**src/rtl/wave_seq_pkg.sv**
```systemverilog
`default_nettype none
// +----------------------------------------------------------------------------+
// | Module      : wave_seq_pkg                                                 |
// | Description : Shared definitions for the waveform step sequencer:          |
// |               controller state encoding, switch-word field layout and the  |
// |               packed view of a step's generator configuration.             |
// | Ports       : none (package)                                               |
// | Revision    : 1.0 - initial release                                        |
// +----------------------------------------------------------------------------+
package wave_seq_pkg;

    // Switch word layout driven to the generator: {amp, func, freq}
    localparam int SW_W     = 13;
    localparam int FREQ_W   = 8;
    localparam int FREQ_LSB = 0;
    localparam int FUNC_W   = 3;
    localparam int FUNC_LSB = FREQ_LSB + FREQ_W;
    localparam int AMP_W    = 2;
    localparam int AMP_LSB  = FUNC_LSB + FUNC_W;

    // Controller state encoding
    localparam logic [1:0] c_ST_IDLE = 2'd0;
    localparam logic [1:0] c_ST_LOAD = 2'd1;
    localparam logic [1:0] c_ST_RUN  = 2'd2;

    typedef enum logic [1:0] {
        ST_IDLE = c_ST_IDLE,
        ST_LOAD = c_ST_LOAD,
        ST_RUN  = c_ST_RUN
    } state_e;

    // Generator-facing part of a step entry; the dwell field sits above it
    // in the table word and is sized by the instantiating module.
    typedef struct packed {
        logic [AMP_W-1:0]  amp;
        logic [FUNC_W-1:0] func;
        logic [FREQ_W-1:0] freq;
    } step_cfg_t;

endpackage
`default_nettype wire

```
**src/rtl/wave_seq_table.sv**
```systemverilog
`default_nettype none
// +----------------------------------------------------------------------------+
// | Module      : wave_seq_table                                               |
// | Description : STEPS x (DWELL_W+13) step table. Synchronous write port,     |
// |               asynchronous (combinational) read port, cleared by reset.    |
// | Ports       : clk, rst       - clock, async active-high reset              |
// |               wr_en/addr/data - write port                                 |
// |               rd_addr/rd_data - combinational read port                    |
// | Revision    : 1.0 - initial release                                        |
// +----------------------------------------------------------------------------+
module wave_seq_table
    import wave_seq_pkg::*;
#(
    parameter int STEPS   = 8,
    parameter int DWELL_W = 16
) (
    input  logic                       clk,
    input  logic                       rst,
    input  logic                       wr_en,
    input  logic [$clog2(STEPS)-1:0]   wr_addr,
    input  logic [DWELL_W+SW_W-1:0]    wr_data,
    input  logic [$clog2(STEPS)-1:0]   rd_addr,
    output logic [DWELL_W+SW_W-1:0]    rd_data
);

    localparam int c_AW = $clog2(STEPS);
    localparam int c_EW = DWELL_W + SW_W;

    logic [c_EW-1:0] w_mem [STEPS];

    generate
        for (genvar g = 0; g < STEPS; g++) begin : g_entry
            logic [c_EW-1:0] r_q;

            always_ff @(posedge clk or posedge rst) begin
                if (rst) begin
                    r_q <= '0;
                end else if (wr_en && (wr_addr == c_AW'(g))) begin
                    r_q <= wr_data;
                end
            end

            assign w_mem[g] = r_q;
        end
    endgenerate

    // A read on the same edge as a write returns the pre-write contents.
    assign rd_data = w_mem[rd_addr];

endmodule
`default_nettype wire

```
**src/rtl/wave_seq_ctrl.sv**
```systemverilog
`default_nettype none
// +----------------------------------------------------------------------------+
// | Module      : wave_seq_ctrl                                                |
// | Description : Step sequencer for the waveform generator. Walks a table of  |
// |               {dwell, amp, func, freq} steps, presenting each switch word  |
// |               while holding the generator in reset for one LOAD cycle,     |
// |               then releasing it for dwell ticks.                           |
// | Ports       : clk, rst        - clock, async active-high reset             |
// |               wr_en/addr/data - step table write port                      |
// |               last_step       - index of final program step                |
// |               start, stop     - run control (stop has priority)            |
// |               tick            - dwell time base pulse                      |
// |               sw_out, gen_rst - generator switch word and reset            |
// |               step_idx, busy, done - status                                |
// | Config      : WAVE_SEQ_LOOP_EN - when defined, the program repeats until   |
// |               stop/rst instead of returning to IDLE after one pass.        |
// | Revision    : 1.0 - initial release                                        |
// +----------------------------------------------------------------------------+
module wave_seq_ctrl
    import wave_seq_pkg::*;
#(
    parameter int STEPS   = 8,
    parameter int DWELL_W = 16
) (
    input  logic                       clk,
    input  logic                       rst,
    input  logic                       wr_en,
    input  logic [$clog2(STEPS)-1:0]   wr_addr,
    input  logic [DWELL_W+SW_W-1:0]    wr_data,
    input  logic [$clog2(STEPS)-1:0]   last_step,
    input  logic                       start,
    input  logic                       stop,
    input  logic                       tick,
    output logic [SW_W-1:0]           sw_out,
    output logic                       gen_rst,
    output logic [$clog2(STEPS)-1:0]   step_idx,
    output logic                       busy,
    output logic                       done
);

    localparam int c_AW = $clog2(STEPS);
    localparam int c_EW = DWELL_W + SW_W;

    logic [1:0]         r_state;
    logic [c_AW-1:0]    r_idx;
    logic [DWELL_W-1:0] r_cnt;
    logic [SW_W-1:0]    r_sw;
    logic               r_done;

    logic               w_at_last;
    logic [c_AW-1:0]    w_rd_addr;
    logic [c_EW-1:0]    w_rd_data;
    logic [DWELL_W-1:0] w_rd_dwell;
    logic [DWELL_W-1:0] w_dwell;

    assign w_at_last = (r_idx == last_step);

    // The table is always addressed with the index the next LOAD would apply:
    // step 0 from IDLE or at program end, otherwise the following step. The
    // increment wraps naturally because STEPS is a power of two, which lets a
    // run whose index is already past a lowered last_step come back round.
    assign w_rd_addr = ((r_state == c_ST_RUN) && !w_at_last) ? (r_idx + c_AW'(1)) : '0;

    wave_seq_table #(
        .STEPS   (STEPS),
        .DWELL_W (DWELL_W)
    ) u_table (
        .clk     (clk),
        .rst     (rst),
        .wr_en   (wr_en),
        .wr_addr (wr_addr),
        .wr_data (wr_data),
        .rd_addr (w_rd_addr),
        .rd_data (w_rd_data)
    );

    // A zero dwell still needs one tick to leave the step.
    assign w_rd_dwell = w_rd_data[c_EW-1:SW_W];
    assign w_dwell    = (w_rd_dwell == '0) ? DWELL_W'(1) : w_rd_dwell;

    always_ff @(posedge clk or posedge rst) begin
        if (rst) begin
            r_state <= c_ST_IDLE;
            r_idx   <= '0;
            r_cnt   <= '0;
            r_sw    <= '0;
            r_done  <= 1'b0;
        end else begin
            r_done <= 1'b0;
            if (stop) begin
                r_state <= c_ST_IDLE;
                r_idx   <= '0;
            end else begin
                case (r_state)
                    c_ST_IDLE: begin
                        if (start) begin
                            r_state <= c_ST_LOAD;
                            r_idx   <= w_rd_addr;
                            r_sw    <= w_rd_data[SW_W-1:0];
                            r_cnt   <= w_dwell;
                        end
                    end
                    c_ST_LOAD: begin
                        r_state <= c_ST_RUN;
                    end
                    c_ST_RUN: begin
                        if (tick) begin
                            if (r_cnt > DWELL_W'(1)) begin
                                r_cnt <= r_cnt - DWELL_W'(1);
                            end else if (!w_at_last) begin
                                r_state <= c_ST_LOAD;
                                r_idx   <= w_rd_addr;
                                r_sw    <= w_rd_data[SW_W-1:0];
                                r_cnt   <= w_dwell;
                            end else begin
                                r_done <= 1'b1;
`ifdef WAVE_SEQ_LOOP_EN
                                r_state <= c_ST_LOAD;
                                r_idx   <= w_rd_addr;
                                r_sw    <= w_rd_data[SW_W-1:0];
                                r_cnt   <= w_dwell;
`else
                                r_state <= c_ST_IDLE;
`endif
                            end
                        end
                    end
                    default: begin
                        r_state <= c_ST_IDLE;
                    end
                endcase
            end
        end
    end

    assign sw_out   = r_sw;
    assign gen_rst  = (r_state != c_ST_RUN);
    assign busy     = (r_state == c_ST_LOAD) || (r_state == c_ST_RUN);
    assign step_idx = r_idx;
    assign done     = r_done;

endmodule
`default_nettype wire

```
**config.mk**
```make
export PLATFORM = sky130hd
export DESIGN_NAME = wave_seq_ctrl
export DESIGN_NICKNAME = d
export VERILOG_FILES = /design/src/rtl/wave_seq_pkg.sv /design/src/rtl/wave_seq_table.sv /design/src/rtl/wave_seq_ctrl.sv
export SDC_FILE = /design/constraint.sdc
export NUM_CORES = 1
export LEC_CHECK = 0
export CAP_MARGIN = 15
export CORE_MARGIN = 3
export CORE_UTILIZATION = 40
export CTS_CLUSTER_DIAMETER = 60
export DETAILED_ROUTE_END_ITERATION = 6
export GPL_TIMING_DRIVEN = 0
export HOLD_SLACK_MARGIN = 0.15
export PLACE_DENSITY = 0.61
export RECOVER_POWER = 50
export REMOVE_ABC_BUFFERS = 1
export SETUP_SLACK_MARGIN = 0.2
export SLEW_MARGIN = 0
export SYNTH_ARGS = -nofsm -noshare
export SYNTH_HDL_FRONTEND = slang
export SYNTH_SLANG_ARGS = --single-unit
```
**constraint.sdc**
```tcl
create_clock -name clk -period 10.7 [get_ports clk]
set_input_delay 2.14 -clock clk [delete_from_list [all_inputs] [get_ports clk]]
set_output_delay 2.14 -clock clk [all_outputs]
set_load 0.01 [all_outputs]
```
=== Word level (Yosys, flattened, before mapping) ===
Cells that the tools add are included.

* Output and inout port bits: 19
* Flip-flop bits (word level): 267
* Logic and storage cells: 91
* Bits of input ports: 41

* Magnitude comparators: 2
* Eq/ne operators: 20
* Multiplexer cells: 32
* $add $sub $neg: 2
* Reduce and logical (&&, ||, !) cells: 20
* Bitwise logic cells: 2

{| class="wikitable"
|+ Operators by type and width
! cell !! number
|-
| binary-select mux 29 bit (select 3 bit) || 1
|-
| 2-to-1 mux 16 bit || 5
|-
| 2-to-1 mux 29 bit || 2
|-
| 2-to-1 mux 13 bit || 4
|-
| case mux 16 bit (2 select lines) || 1
|-
| case mux 13 bit (2 select lines) || 1
|-
| 2-to-1 mux 3 bit || 6
|-
| > comparator 16 x 1 -> 1 bit, second input constant || 1
|-
| logical NOT 16 bit || 1
|-
| subtractor 16 x 1 -> 16 bit, second input constant || 1
|-
| equality test 3 bit, second input constant || 4
|-
| inequality test 3 bit, second input constant || 4
|-
| inequality test 2 bit, second input constant || 5
|-
| AND reduction 5 bit || 2
|-
| logical AND 1 bit || 9
|-
| 2-to-1 mux 2 bit || 4
|-
| equality test 3 x 2 -> 1 bit, second input constant || 2
|-
| 2-to-1 mux 1 bit || 6
|-
| case mux 2 bit (3 select lines) || 1
|-
| case mux 3 bit (2 select lines) || 1
|-
| AND reduction 6 bit || 1
|-
| >= comparator 4 bit, second input constant || 1
|-
| NOT 3 -> 4 bit || 1
|-
| adder 3 x 1 -> 3 bit, second input constant || 1
|-
| other kinds (13) || 13
|}

=== Depth between registers and ports, before layout ===
Gate-level depths: netlist (run 1).

* Word-level depth: 14
* Mapped depth: 10
* Mapped depth without buffers: 9

=== By module ===
A second synthesis (run 1) with hierarchy kept.

* Cell total of the unflattened synthesis: 824
* Area, all modules: 12872.3 um^2

{| class="wikitable"
|+ By module, submodules not included
! module !! sequential area each (um^2) !! instances !! cells an instance !! area each (um^2)
|-
| wave_seq_table || 5805.6 || 1 || 599 || 10597.7
|-
| wave_seq_ctrl || 875.8 || 1 || 225 || 2274.7
|}

=== Worst setup path after synthesis (run 1) ===
OpenSTA, ideal clock, no wires.

* Kind: input to register
* From: input port last_step[2]
* To: register r_cnt[7]
* Stages on the path: 8
* Data required time: 10633 ps
* Path buffers: 1
* Arrival: 4079 ps
* Path slack: 6554 ps
* Library setup time: 67 ps
* Cells stage by stage: xor2_1 > nor3_1 > or4_1 > a211o_1 > or2_1 > buf_6 > or3_1 > nand2_1

* Cells in the longest elaborated chain, start to end: 14
* Elaborated cells on any way between the ends: 17
* Those cells by class: 2 x eq/ne; 10 x mux; 1 x bitwise; 4 x reduce/logical

{| class="wikitable"
|+ Ends and longest elaborated chain
! what !! line !! RTL
|-
| start, declared || wave_seq_ctrl.sv:30 || <nowiki>input logic [$clog2(STEPS)-1:0] last_step,</nowiki>
|-
| equality test 3 bit (*) || wave_seq_ctrl.sv:56 || <nowiki>assign w_at_last = (r_idx == last_step);</nowiki>
|-
| logical NOT 1 bit || n/a ||
|-
| logical AND 1 bit || wave_seq_ctrl.sv:62 || <nowiki>assign w_rd_addr = ((r_state == c_ST_RUN) && !w_at_last) ? (r_idx + c_AW'(1)) : '0;</nowiki>
|-
| 2-to-1 mux 3 bit || wave_seq_ctrl.sv:62 ||
|-
| NOT 3 -> 4 bit (implied by the code) || wave_seq_table.sv:48 || <nowiki>assign rd_data = w_mem[rd_addr];</nowiki>
|-
| binary-select mux 29 bit (select 3 bit) || wave_seq_table.sv:48 ||
|-
| 2-to-1 mux 29 bit (implied by the code) (2 in a row) || wave_seq_table.sv:48 ||
|-
| logical NOT 16 bit || wave_seq_ctrl.sv:79 || <nowiki>assign w_dwell = (w_rd_dwell == '0) ? DWELL_W'(1) : w_rd_dwell;</nowiki>
|-
| 2-to-1 mux 16 bit || wave_seq_ctrl.sv:79 ||
|-
| 2-to-1 mux 16 bit || wave_seq_ctrl.sv:110 || <nowiki>end else if (!w_at_last) begin</nowiki>
|-
| 2-to-1 mux 16 bit || wave_seq_ctrl.sv:108 || <nowiki>if (r_cnt > DWELL_W'(1)) begin</nowiki>
|-
| 2-to-1 mux 16 bit || wave_seq_ctrl.sv:107 || <nowiki>if (tick) begin</nowiki>
|-
| case mux 16 bit (2 select lines) || wave_seq_ctrl.sv:94 || <nowiki>case (r_state)</nowiki>
|-
| end signal, assigned || wave_seq_ctrl.sv:100 || <nowiki>r_cnt <= w_dwell;</nowiki>
|-
| end signal, assigned || wave_seq_ctrl.sv:109 || <nowiki>r_cnt <= r_cnt - DWELL_W'(1);</nowiki>
|-
| end signal, assigned || wave_seq_ctrl.sv:114 || <nowiki>r_cnt <= w_dwell;</nowiki>
|-
| end, declared || wave_seq_ctrl.sv:46 || <nowiki>logic [DWELL_W-1:0] r_cnt;</nowiki>
|}

Every way passes the cells marked *; elsewhere a longest branch is shown, timed or not. The select of a mux whose other input is x is not followed.
A chain may end at the register's enable or synchronous reset.

=== Worst setup path in the final report (run 1) ===
* From: input port last_step[0]
* To: register r_cnt[4]

Same word-level chain as after synthesis.

==> results of run 1 <==
==> sequential cells by signal, summed over array words and instances, names as in the netlist <==
signal and flops:
u_table.g_entry.r_q 232, r_cnt 16, sw_out 13, step_idx 3
r_state 2, done 1
==> power breakdown <==
part,leakage [nW],internal (W),total [W],switching [W]
Sequential,3.21,0.00126,0.00141,0.000148
Combinational,2.48,0.000404,0.000807,0.000404
Clock,0.480,0.000610,0.00101,0.000401
Total,6.17,0.00227,0.00323,0.000953
==> cell usage after synthesis (all sizes together) (5+ instances only) <==
master	instances	share of area, %
dfrtp	267	53
mux2	242	22
nand2	100	3.0
nand3	60	2.4
nor2	53	1.6
clkbuf	52	1.5
nor3	44	1.7
a21oi	39	1.5
nor4	23	1.1
o21ai	21	0.83
buf	19	0.66
mux2i	17	1.4
a22oi	16	0.95
a221o	13	1.0
a211oi	11	0.66
inv	8	0.24
and2	7	0.35
ha	7	0.70
nand2b	7	0.35
o22ai	6	0.30
a2111oi	5	0.35
a221oi	5	0.35
nor3b	5	0.30
o2bb2ai	5	0.35
==> area by class of cell <==
| class | instances | area share, % |
|---|---|---|
| flip-flops and latches | 267 | 44.6 |
| inverters | 9 | 0.234 |
| clock buffers | 45 | 5.91 |
| multi-input cells | 740 | 37.8 |
| repair buffers | 100 | 7.61 |
| well taps | 396 | 3.31 |
| clock inverters | 6 | 0.535 |
==> cells by family after synthesis <==
kind of cell,after synthesis,synth area share [%]
AOI/OAI and AO/OA,150,8.23
muxes,260,23.2
and+or+nand+nor,315,11.8
DFF,267,53.0
adders and majority gates,7,0.695
buffers and inverters,80,2.47
xor gates and xnor gates,8,0.556
==> per-layer routing <==
layer / global-route usage [%] / share of wire (%) / vias up
li1: - / - / 4100
met1: 27.5 / 47 / 4597
met4: 4.33 / 2.1 / 2
met2: 31.4 / 47 / 177
met5: 0 / 0.040 / -
met3: 2.83 / 3.9 / 54
==> critical path, delay by kind of cell <==
| family | cells | cell delay, ps |
|---|---|---|
| AOI/OAI and AO/OA | 3 | 650 |
| and+or+nand+nor | 3 | 2100 |
| xor gates and xnor gates | 1 | 240 |
| buffers and inverters | 1 | 470 |
==> worst max path at each step <==
stage               slack [ps]               startpoint                       to  cells after the start
floorplan                 1210                      rst           done$_DFF_PP0_                      1
global placement         -6870  step_idx[0]$_DFFE_PP0P_     r_cnt[0]$_DFFE_PP0P_                      8
CTS                       5500             last_step[0]     r_cnt[4]$_DFFE_PP0P_                      8
finish                    5530             last_step[0]     r_cnt[4]$_DFFE_PP0P_                      8
detailed placement        4950             last_step[0]     r_cnt[4]$_DFFE_PP0P_                      8
global route              5050                      rst  step_idx[0]$_DFFE_PP0P_                      4
==> through the flow <==
step	hold slack [ps]	instances	cell area, um^2	TNS [ps]
2_1_floorplan	471	1016	12300	0
6_report	497	1563	15000	0
3_5_place_dp	486	1510	14100	0
4_1_cts	500	1561	15100	0
5_1_grt	507	1563	15000	0
3_3_place_gp	480	1471	13400	-773980
==> metrics.cfg, run 1 <==
[placed_design]
gp_congestion=0.877
io_buffers=59
pre_cts_slack_ps=4950
hpwlAfterDp_um=21400

[cells_and_area]
diodes=0
drive_gt1_share_pct=28.5
seq_area_um2=6690
mostFrequentLayoutCells=dfrtp_1 (266), mux2_2 (242), nand2_1 (100)
num-nets-final=1194
nFillCells=2778
multi_input_area_um2=5660
final_common_cell=dfrtp_1
final_util_pct=48.6
syn_to_final_growth_pct=18.9

[floorplanning]
core_um2=30800
die_w_um=183
pin_count=60
rows=64
dieArea_um2=33700
initial_core_util_pct=40.9
die_y_um=183

[synth]
syn_inst=1087
synth_edf_count=0
postSynth.asyncResetShare_pct=100
yosys.cell_types.count=54
synth_warnings=0
synth.avg_cell_area_um2=11.6
synth_ff_type=dfrtp_1
syn_area_um2=12600
yosysSeqAreaShare_pct=53.0
synth_seq_cells=267

[sta]
setup_ws_ps=5530
setup_viol=0
tightest_slew_ps=3500
relSlewSlack_pct=-134
finalCritPeriodShare_pct=48.3
final-max-slew-violation-count=75
final.setup_skew_ps=9.90
fmax_mhz=193
min_period_ps=5170
hold_viol=0
rsz0062_at_grt=no

[drt]
viasPerCell=5.71
routedWlPerCell_um=20.7
drc_errors=0
vias=8930
drt-initial-drc-count=514
wl_um=32400
antenna_left=0
dr.pass1.iters=4

[grt]
grt_pass1_wl_um=52000
grt_usage_pct=19.3
antenna_found_initial=1
grt_start_max_net_pins=116
grt_pass1_vias=9029
grt-ovfl-total=0

[setup_path]
worst_setup_path_start_kind=input port
cp_data_arrival_time_ps=5600
worst-path-max-fanout=20
r2r-start=step_idx[0]$_DFFE_PP0P_
cp-end-kind=flip-flop
path_class=in -> reg
cpPeakStageDelay_ps=1010
r2r-end=r_cnt[0]$_DFFE_PP0P_
worst_path_max_delay_cell=nor3_1
rrSetupSlack_ps=6450
cp_cell_sequence=clkdlybuf4s50_1 -> xor2_1 -> nor3_1 -> or4_1 -> a211o_1 -> or2_1 -> o32a_1 -> o21ai_0
rr_worst_depth=9
required_ps=11130

[worst_hold_path]
hp-start=u_table.g_entry[5].r_q[18]$_DFFE_PP0P_
min_to=u_table.g_entry[5].r_q[18]$_DFFE_PP0P_
hp-class=reg -> reg
hold_depth=1

[cts]
numCtsBuffers=28
cts_setup_buffers=0
cts_sinks=267
ctsResizeCount=0
insertion_delay_ps=550
cts-root-buf=clkbuf_16
cts_tree=yes
clockBufferDepth=3
postCtsHoldBufs=0
cts_max_level=1
clk_pin_slew_ps=60

[status]
status=complete, but fails checks
violations=capacitance limit, slew limit

[job]
cap_viol_max_count=1

[power_and_ir_drop]
power_w=0.00323
irDropWorstVdd_uv=156
p_leak_nw=6.17
power_density_nw_per_um2=215

(Power assumes the default switching activity.)
==> inputs of run 2 (changes only) <==
--- a/config.mk
+++ b/config.mk
@@ -12,7 +12,7 @@
 export DETAILED_ROUTE_END_ITERATION = 6
 export GPL_TIMING_DRIVEN = 0
 export HOLD_SLACK_MARGIN = 0.15
-export PLACE_DENSITY = 0.61
+export PLACE_DENSITY = 0.63
 export RECOVER_POWER = 50
 export REMOVE_ABC_BUFFERS = 1
 export SETUP_SLACK_MARGIN = 0.2
==> constraint.sdc (replaced) <==
create_clock -name clk -period 4.46 [get_ports clk]
set_input_delay 0.892 -clock clk [delete_from_list [all_inputs] [get_ports clk]]
set_output_delay 0.892 -clock clk [all_outputs]
set_load 0.01 [all_outputs]
==> metrics.cfg, run 2 (synthesis results as in run 1) <==
[status]
status=complete, but fails checks  ; unchanged
violations=capacitance limit, slew limit  ; unchanged

[cts]
cts_tree=yes  ; unchanged
cts_sinks=267  ; unchanged
insertion_delay_ps=560  ; was 550 ps
clockBufferDepth=3  ; unchanged
cts_max_level=1  ; unchanged
clk_pin_slew_ps=70  ; was 60 ps
numCtsBuffers=28  ; unchanged
cts-root-buf=clkbuf_16  ; unchanged

[grt]
top_usage_layer=met2  ; unchanged
grt-ovfl-total=0  ; unchanged
antenna_found_initial=1  ; unchanged
grt_pass1_vias=9427  ; was 9029
grt_usage_pct=19.5  ; was 19.3%
grt_start_max_net_pins=119  ; was 116
grt_pass1_wl_um=52700  ; was 52000 um
gr-usage-met1_pct=28.6  ; was 27.5%
use_met2_pct=31.1  ; was 31.4%
use_met3_pct=2.45  ; was 2.83%

[drt]
antenna_left=0  ; unchanged
vias=9049  ; was 8930
routedWlPerCell_um=20.9  ; was 20.7 um
viasPerCell=5.79  ; was 5.71
drc_errors=0  ; unchanged
drt-initial-drc-count=612  ; was 514
dr.pass1.iters=5  ; was 4
wl_um=32800  ; was 32400 um

[floorplanning]
initial_core_util_pct=40.9  ; unchanged
die_w_um=183  ; unchanged
core_um2=30800  ; unchanged
die_y_um=183  ; unchanged
rows=64  ; unchanged
pin_count=60  ; unchanged
dieArea_um2=33700  ; unchanged

[sta]
finalCritPeriodShare_pct=91.6
setup_tns_ps=0  ; unchanged
min_period_ps=4090
setup_viol=0  ; unchanged
tightest_slew_ps=2030  ; was 3500 ps
setup_ws_ps=374  ; was 5530 ps
final-max-slew-violation-count=45  ; was 75
rsz0062_at_grt=yes  ; was no
hold_viol=0  ; unchanged
relSlewSlack_pct=-36.4  ; was -134%
fmax_mhz=245
hold_ws_ps=497  ; about the same
final.setup_skew_ps=15.2  ; was 9.90 ps

[cells_and_area]
diodes=0  ; unchanged
mostFrequentLayoutCells=dfrtp_1 (266), mux2_2 (242), nand2_1 (100)  ; unchanged
final_common_cell=dfrtp_1  ; unchanged
largest_reg_flops=232  ; unchanged
num-nets-final=1194  ; unchanged
drive_gt1_share_pct=29.1  ; was 28.5%
nFillCells=2750  ; was 2778
final_util_pct=48.2  ; was 48.6%
top_register=u_table.g_entry.r_q  ; unchanged
syn_to_final_growth_pct=18.1  ; was 18.9%

[setup_path]
path_class=reg -> reg  ; was in -> reg
worst_setup_path_start_kind=flip-flop  ; was input port
worst-path-max-fanout=29  ; was 20
cp_data_arrival_time_ps=4570  ; was 5600 ps
required_ps=4940  ; was 11130 ps
cp-end-kind=flip-flop  ; unchanged

[worst_hold_path]
hp-class=reg -> reg  ; unchanged

[power_and_ir_drop]
power_density_nw_per_um2=508  ; was 215 nW/um^2
p_leak_nw=6.10  ; was 6.17 nW
irDropWorstVdd_uv=422  ; was 156 uV
power_w=0.00756  ; was 0.00323 W

[job]
cap_viol_max_count=1  ; unchanged

[placed_design]
gp_congestion=0.875  ; was 0.877
io_buffers=59  ; unchanged
hpwlAfterDp_um=21300  ; was 21400 um
pre_cts_slack_ps=-166  ; was 4950 ps

-- run 2: path summary, 6_finish.rpt --
| path | startpoint | end | slack [ps] | cells past startpoint |
|---|---|---|---|---|
| worst max-delay path | step_idx[0]$_DFFE_PP0P_ | r_cnt[0]$_DFFE_PP0P_ | 370 | 8 |
| worst min-delay path | u_table.g_entry[5].r_q[17]$_DFFE_PP0P_ | u_table.g_entry[5].r_q[17]$_DFFE_PP0P_ | 500 | 1 |
| worst max register to register | step_idx[0]$_DFFE_PP0P_ | r_cnt[0]$_DFFE_PP0P_ | 370 | 8 |
| worst min register to register | u_table.g_entry[5].r_q[17]$_DFFE_PP0P_ | u_table.g_entry[5].r_q[17]$_DFFE_PP0P_ | 500 | 1 |
| max in group asynchronous | rst | step_idx[0]$_DFFE_PP0P_ | 740 | 4 |
| min in group asynchronous | rst | u_table.g_entry[5].r_q[11]$_DFFE_PP0P_ | 1320 | 2 |
-- run 2: critical path, stage by stage, from the launching register on --
cell       delay [ps]
dfrtp_4           650
ha_2              860
nand2b_1          230
nand2_1           510
a2111oi_1         780
o22ai_1           230
nor4_1            440
nand4_1           140
a21oi_1           170
-- run 2: per-layer routing --
metal,part of all wire [%],wire length (um)
met2,46,15100
met5,0.040,13
met3,4.0,1320
met4,2.3,743
met1,47,15500
-- run 2: final cells by class --
cell class / count / area [um^2] / share of cell area (%)
inverters: 9 / 35.0 / 0.236
flip-flops and latches: 267 / 6690 / 44.9
clock buffers: 39 / 782 / 5.26
well taps: 396 / 495 / 3.33
clock inverters: 13 / 96.3 / 0.648
multi-input cells: 740 / 5690 / 38.2
repair buffers: 100 / 1090 / 7.36
-- run 2: power breakdown --
| group | switching, W | leakage, nW | internal [W] | total (W) |
|---|---|---|---|---|
| Combinational | 0.000974 | 2.45 | 0.000978 | 0.00195 |
| Sequential | 0.000363 | 3.21 | 0.00302 | 0.00338 |
| Clock | 0.000993 | 0.437 | 0.00123 | 0.00223 |
| Total | 0.00233 | 6.10 | 0.00523 | 0.00756 |
-- run 2: per-stage QoR --
step	cells	instance area, um^2
3_5_place_dp	1510	14100
2_1_floorplan	1016	12300
6_report	1564	14900
5_1_grt	1564	14900
3_3_place_gp	1471	13400
4_1_cts	1562	15000
-- run 2: repair_timing --
item,in CTS,in global routing
pin swaps,0,0
endpoints found under the setup margin,1,2
setup buffers,0,0
hold buffers,0,0
gates resized for setup,1,3
==> inputs of run 3 (changes only) <==
--- a/config.mk
+++ b/config.mk
@@ -6,7 +6,6 @@
 export NUM_CORES = 1
 export LEC_CHECK = 0
 export CAP_MARGIN = 15
-export CORE_MARGIN = 3
 export CORE_UTILIZATION = 40
 export CTS_CLUSTER_DIAMETER = 60
 export DETAILED_ROUTE_END_ITERATION = 6
==> metrics.cfg, run 3 (synthesis results as in run 1) <==
[cts]
insertion_delay_ps=550  ; was 560 ps
cts_max_level=1  ; unchanged
clk_pin_slew_ps=60  ; was 70 ps
clockBufferDepth=3  ; unchanged
numCtsBuffers=28  ; unchanged
cts-root-buf=clkbuf_16  ; unchanged
cts_tree=yes  ; unchanged
cts_sinks=267  ; unchanged

[sta]
finalCritPeriodShare_pct=90.2  ; was 91.6%
final.setup_skew_ps=12.8  ; was 15.2 ps
min_period_ps=4020  ; was 4090 ps
setup_viol=0  ; unchanged
relSlewSlack_pct=-21.2  ; was -36.4%
hold_viol=0  ; unchanged
tightest_slew_ps=1820  ; was 2030 ps
final-max-slew-violation-count=251  ; was 45
setup_tns_ps=0  ; unchanged
fmax_mhz=249  ; was 245 MHz
rsz0062_at_grt=no  ; was yes

[placed_design]
gp_congestion=0.865  ; was 0.875
hpwlAfterDp_um=21800  ; was 21300 um
placed_area_um2=14100  ; about the same
io_buffers=59  ; unchanged

[floorplanning]
initial_core_util_pct=41.0  ; was 40.9%
dieArea_um2=32200  ; was 33700 um^2
die_w_um=179  ; was 183 um
die_y_um=179  ; was 183 um
pin_count=60  ; unchanged
rows=64  ; unchanged
core_um2=30700  ; was 30800 um^2

[grt]
grt-ovfl-total=0  ; unchanged
antenna_found_initial=1  ; unchanged
grt_start_max_net_pins=131  ; was 119
grt_pass1_vias=9178  ; was 9427
grt_usage_pct=20.8  ; was 19.5%
grt_pass1_wl_um=53300  ; was 52700 um

[setup_path]
crit_start=last_step[0]  ; was step_idx[0]$_DFFE_PP0P_
cp_cell_sequence=clkdlybuf4s50_1 -> xor2_1 -> nor3_1 -> or4_1 -> a211o_1 -> or2_1 -> o32a_1 -> o21ai_0  ; was ha_2 -> nand2b_1 -> nand2_1 -> a2111oi_1 -> o22ai_1 -> nor4_1 -> nand4_1 -> a21oi_1
cp-end-kind=flip-flop  ; unchanged
r2r-start=step_idx[0]$_DFFE_PP0P_  ; unchanged
worst_path_max_delay_cell=nor3_1  ; was ha_2
rrSetupSlack_ps=440  ; was 370 ps
required_ps=4890  ; was 4940 ps
worst_setup_path_start_kind=input port  ; was flip-flop
worst-path-max-fanout=20  ; was 29
path_class=in -> reg  ; was reg -> reg
rr_worst_depth=9  ; was 8
r2r-end=r_cnt[0]$_DFFE_PP0P_  ; unchanged
cpPeakStageDelay_ps=1000  ; was 860 ps
cp_data_arrival_time_ps=4450  ; was 4570 ps

[power_and_ir_drop]
power_w=0.00770  ; was 0.00756 W
power_density_nw_per_um2=513  ; was 508 nW/um^2
irDropWorstVdd_uv=309  ; was 422 uV
p_leak_nw=6.17  ; was 6.10 nW

[worst_hold_path]
hp-start=u_table.g_entry[2].r_q[14]$_DFFE_PP0P_  ; was u_table.g_entry[5].r_q[17]$_DFFE_PP0P_
min_to=u_table.g_entry[2].r_q[14]$_DFFE_PP0P_  ; was u_table.g_entry[5].r_q[17]$_DFFE_PP0P_
hp-class=reg -> reg  ; unchanged
hold_depth=1  ; unchanged

[cells_and_area]
drive_gt1_share_pct=29.6  ; was 29.1%
stdcell_area_um2=15000  ; was 14900 um^2
num-nets-final=1196  ; was 1194
syn_to_final_growth_pct=19.2  ; was 18.1%
top_register=u_table.g_entry.r_q  ; unchanged
final_common_cell=dfrtp_1  ; unchanged
mostFrequentLayoutCells=dfrtp_1 (266), mux2_2 (242), nand2_1 (100)  ; unchanged
largest_reg_flops=232  ; unchanged

[drt]
drt-initial-drc-count=630  ; was 612
drc_errors=4  ; was 0
routedWlPerCell_um=21.2  ; was 20.9 um
antenna_left=0  ; unchanged
viasPerCell=5.78  ; was 5.79
vias=9042  ; was 9049
wl_um=33100  ; was 32800 um
dr.pass1.iters=7  ; was 5

[status]
status=complete, but fails checks  ; unchanged
violations=DRC, capacitance limit, slew limit  ; was capacitance limit, slew limit

[job]
cap_viol_max_count=2  ; was 1

==> run 3: changes by cell type in the layout (fill, tap and decap cells not counted), sizes merged <==
cell / delta
bufinv: +2
clkbuf: -3
clkinv: -4
diode: +1
buf: +7
clkinvlp: -1
inv: -1
==> run 3: final cells by class <==
type                            count  area (um^2)
Multi-Input combinational cell    740         5700
Tap cell                          396          495
Sequential cell                   267         6690
Antenna cell                        1         2.50
Fill cell                        2779        15700
Clock buffer                       41          821
Clock inverter                      9         95.1
Inverter                            9         35.0
Timing Repair Buffer              102         1180
==> run 3: timing repair <==
item | 4_1_cts | 5_1_grt
hold buffers | 0 | 0
resized for setup | 5 | 1
buffers inserted | 0 | 0
setup endpoints to repair | 2 | 1
cloned | 0 | 0
==> run 3: worst max-delay path: cells and delay by family <==
family | cells | cell delay, ps
compound gates | 3 | 640
xor+xnor | 1 | 260
buf+inv | 1 | 470
simple gates | 3 | 2170
==> run 3: worst max path at each step <==
stage                              to  slack [ps]  depth (start not counted)
6_report         r_cnt[4]$_DFFE_PP0P_         440                          8
3_5_place_dp     r_cnt[0]$_DFFE_PP0P_        -650                          9
2_1_floorplan    r_cnt[4]$_DFFE_PP0P_       -4540                          5
5_1_grt        sw_out[11]$_DFFE_PP0P_         250                         10
3_3_place_gp     r_cnt[0]$_DFFE_PP0P_      -13620                          8
4_1_cts          r_cnt[0]$_DFFE_PP0P_         400                          9
==> run 3: power by group <==
group	leakage, nW	internal, W	switching, W
logic	2.50	0.000988	0.000977
clock network	0.457	0.00138	0.000966
registers	3.21	0.00302	0.000368
==> run 3: per-stage QoR <==
stage          utilization (%)  worst slack, ps  std cells  hold WS [ps]
5_1_grt                   48.8              253       1564           513
3_5_place_dp              46.0             -651       1514           488
2_1_floorplan                -            -4540       1016           471
4_1_cts                   49.0              402       1564           502
3_3_place_gp              43.6           -13620       1471           479
6_report                  48.8              439       1565           500
==> run 3: metal layers <==
| layer | GRT usage, % | wire [um] | up-vias |
|---|---|---|---|
| met5 | 0 | 0 | - |
| met4 | 6.00 | 921 | 0 |
| met3 | 2.69 | 1380 | 59 |
| met2 | 34.5 | 15900 | 224 |
| met1 | 28.6 | 14900 | 4655 |
| li1 | - | - | 4104 |
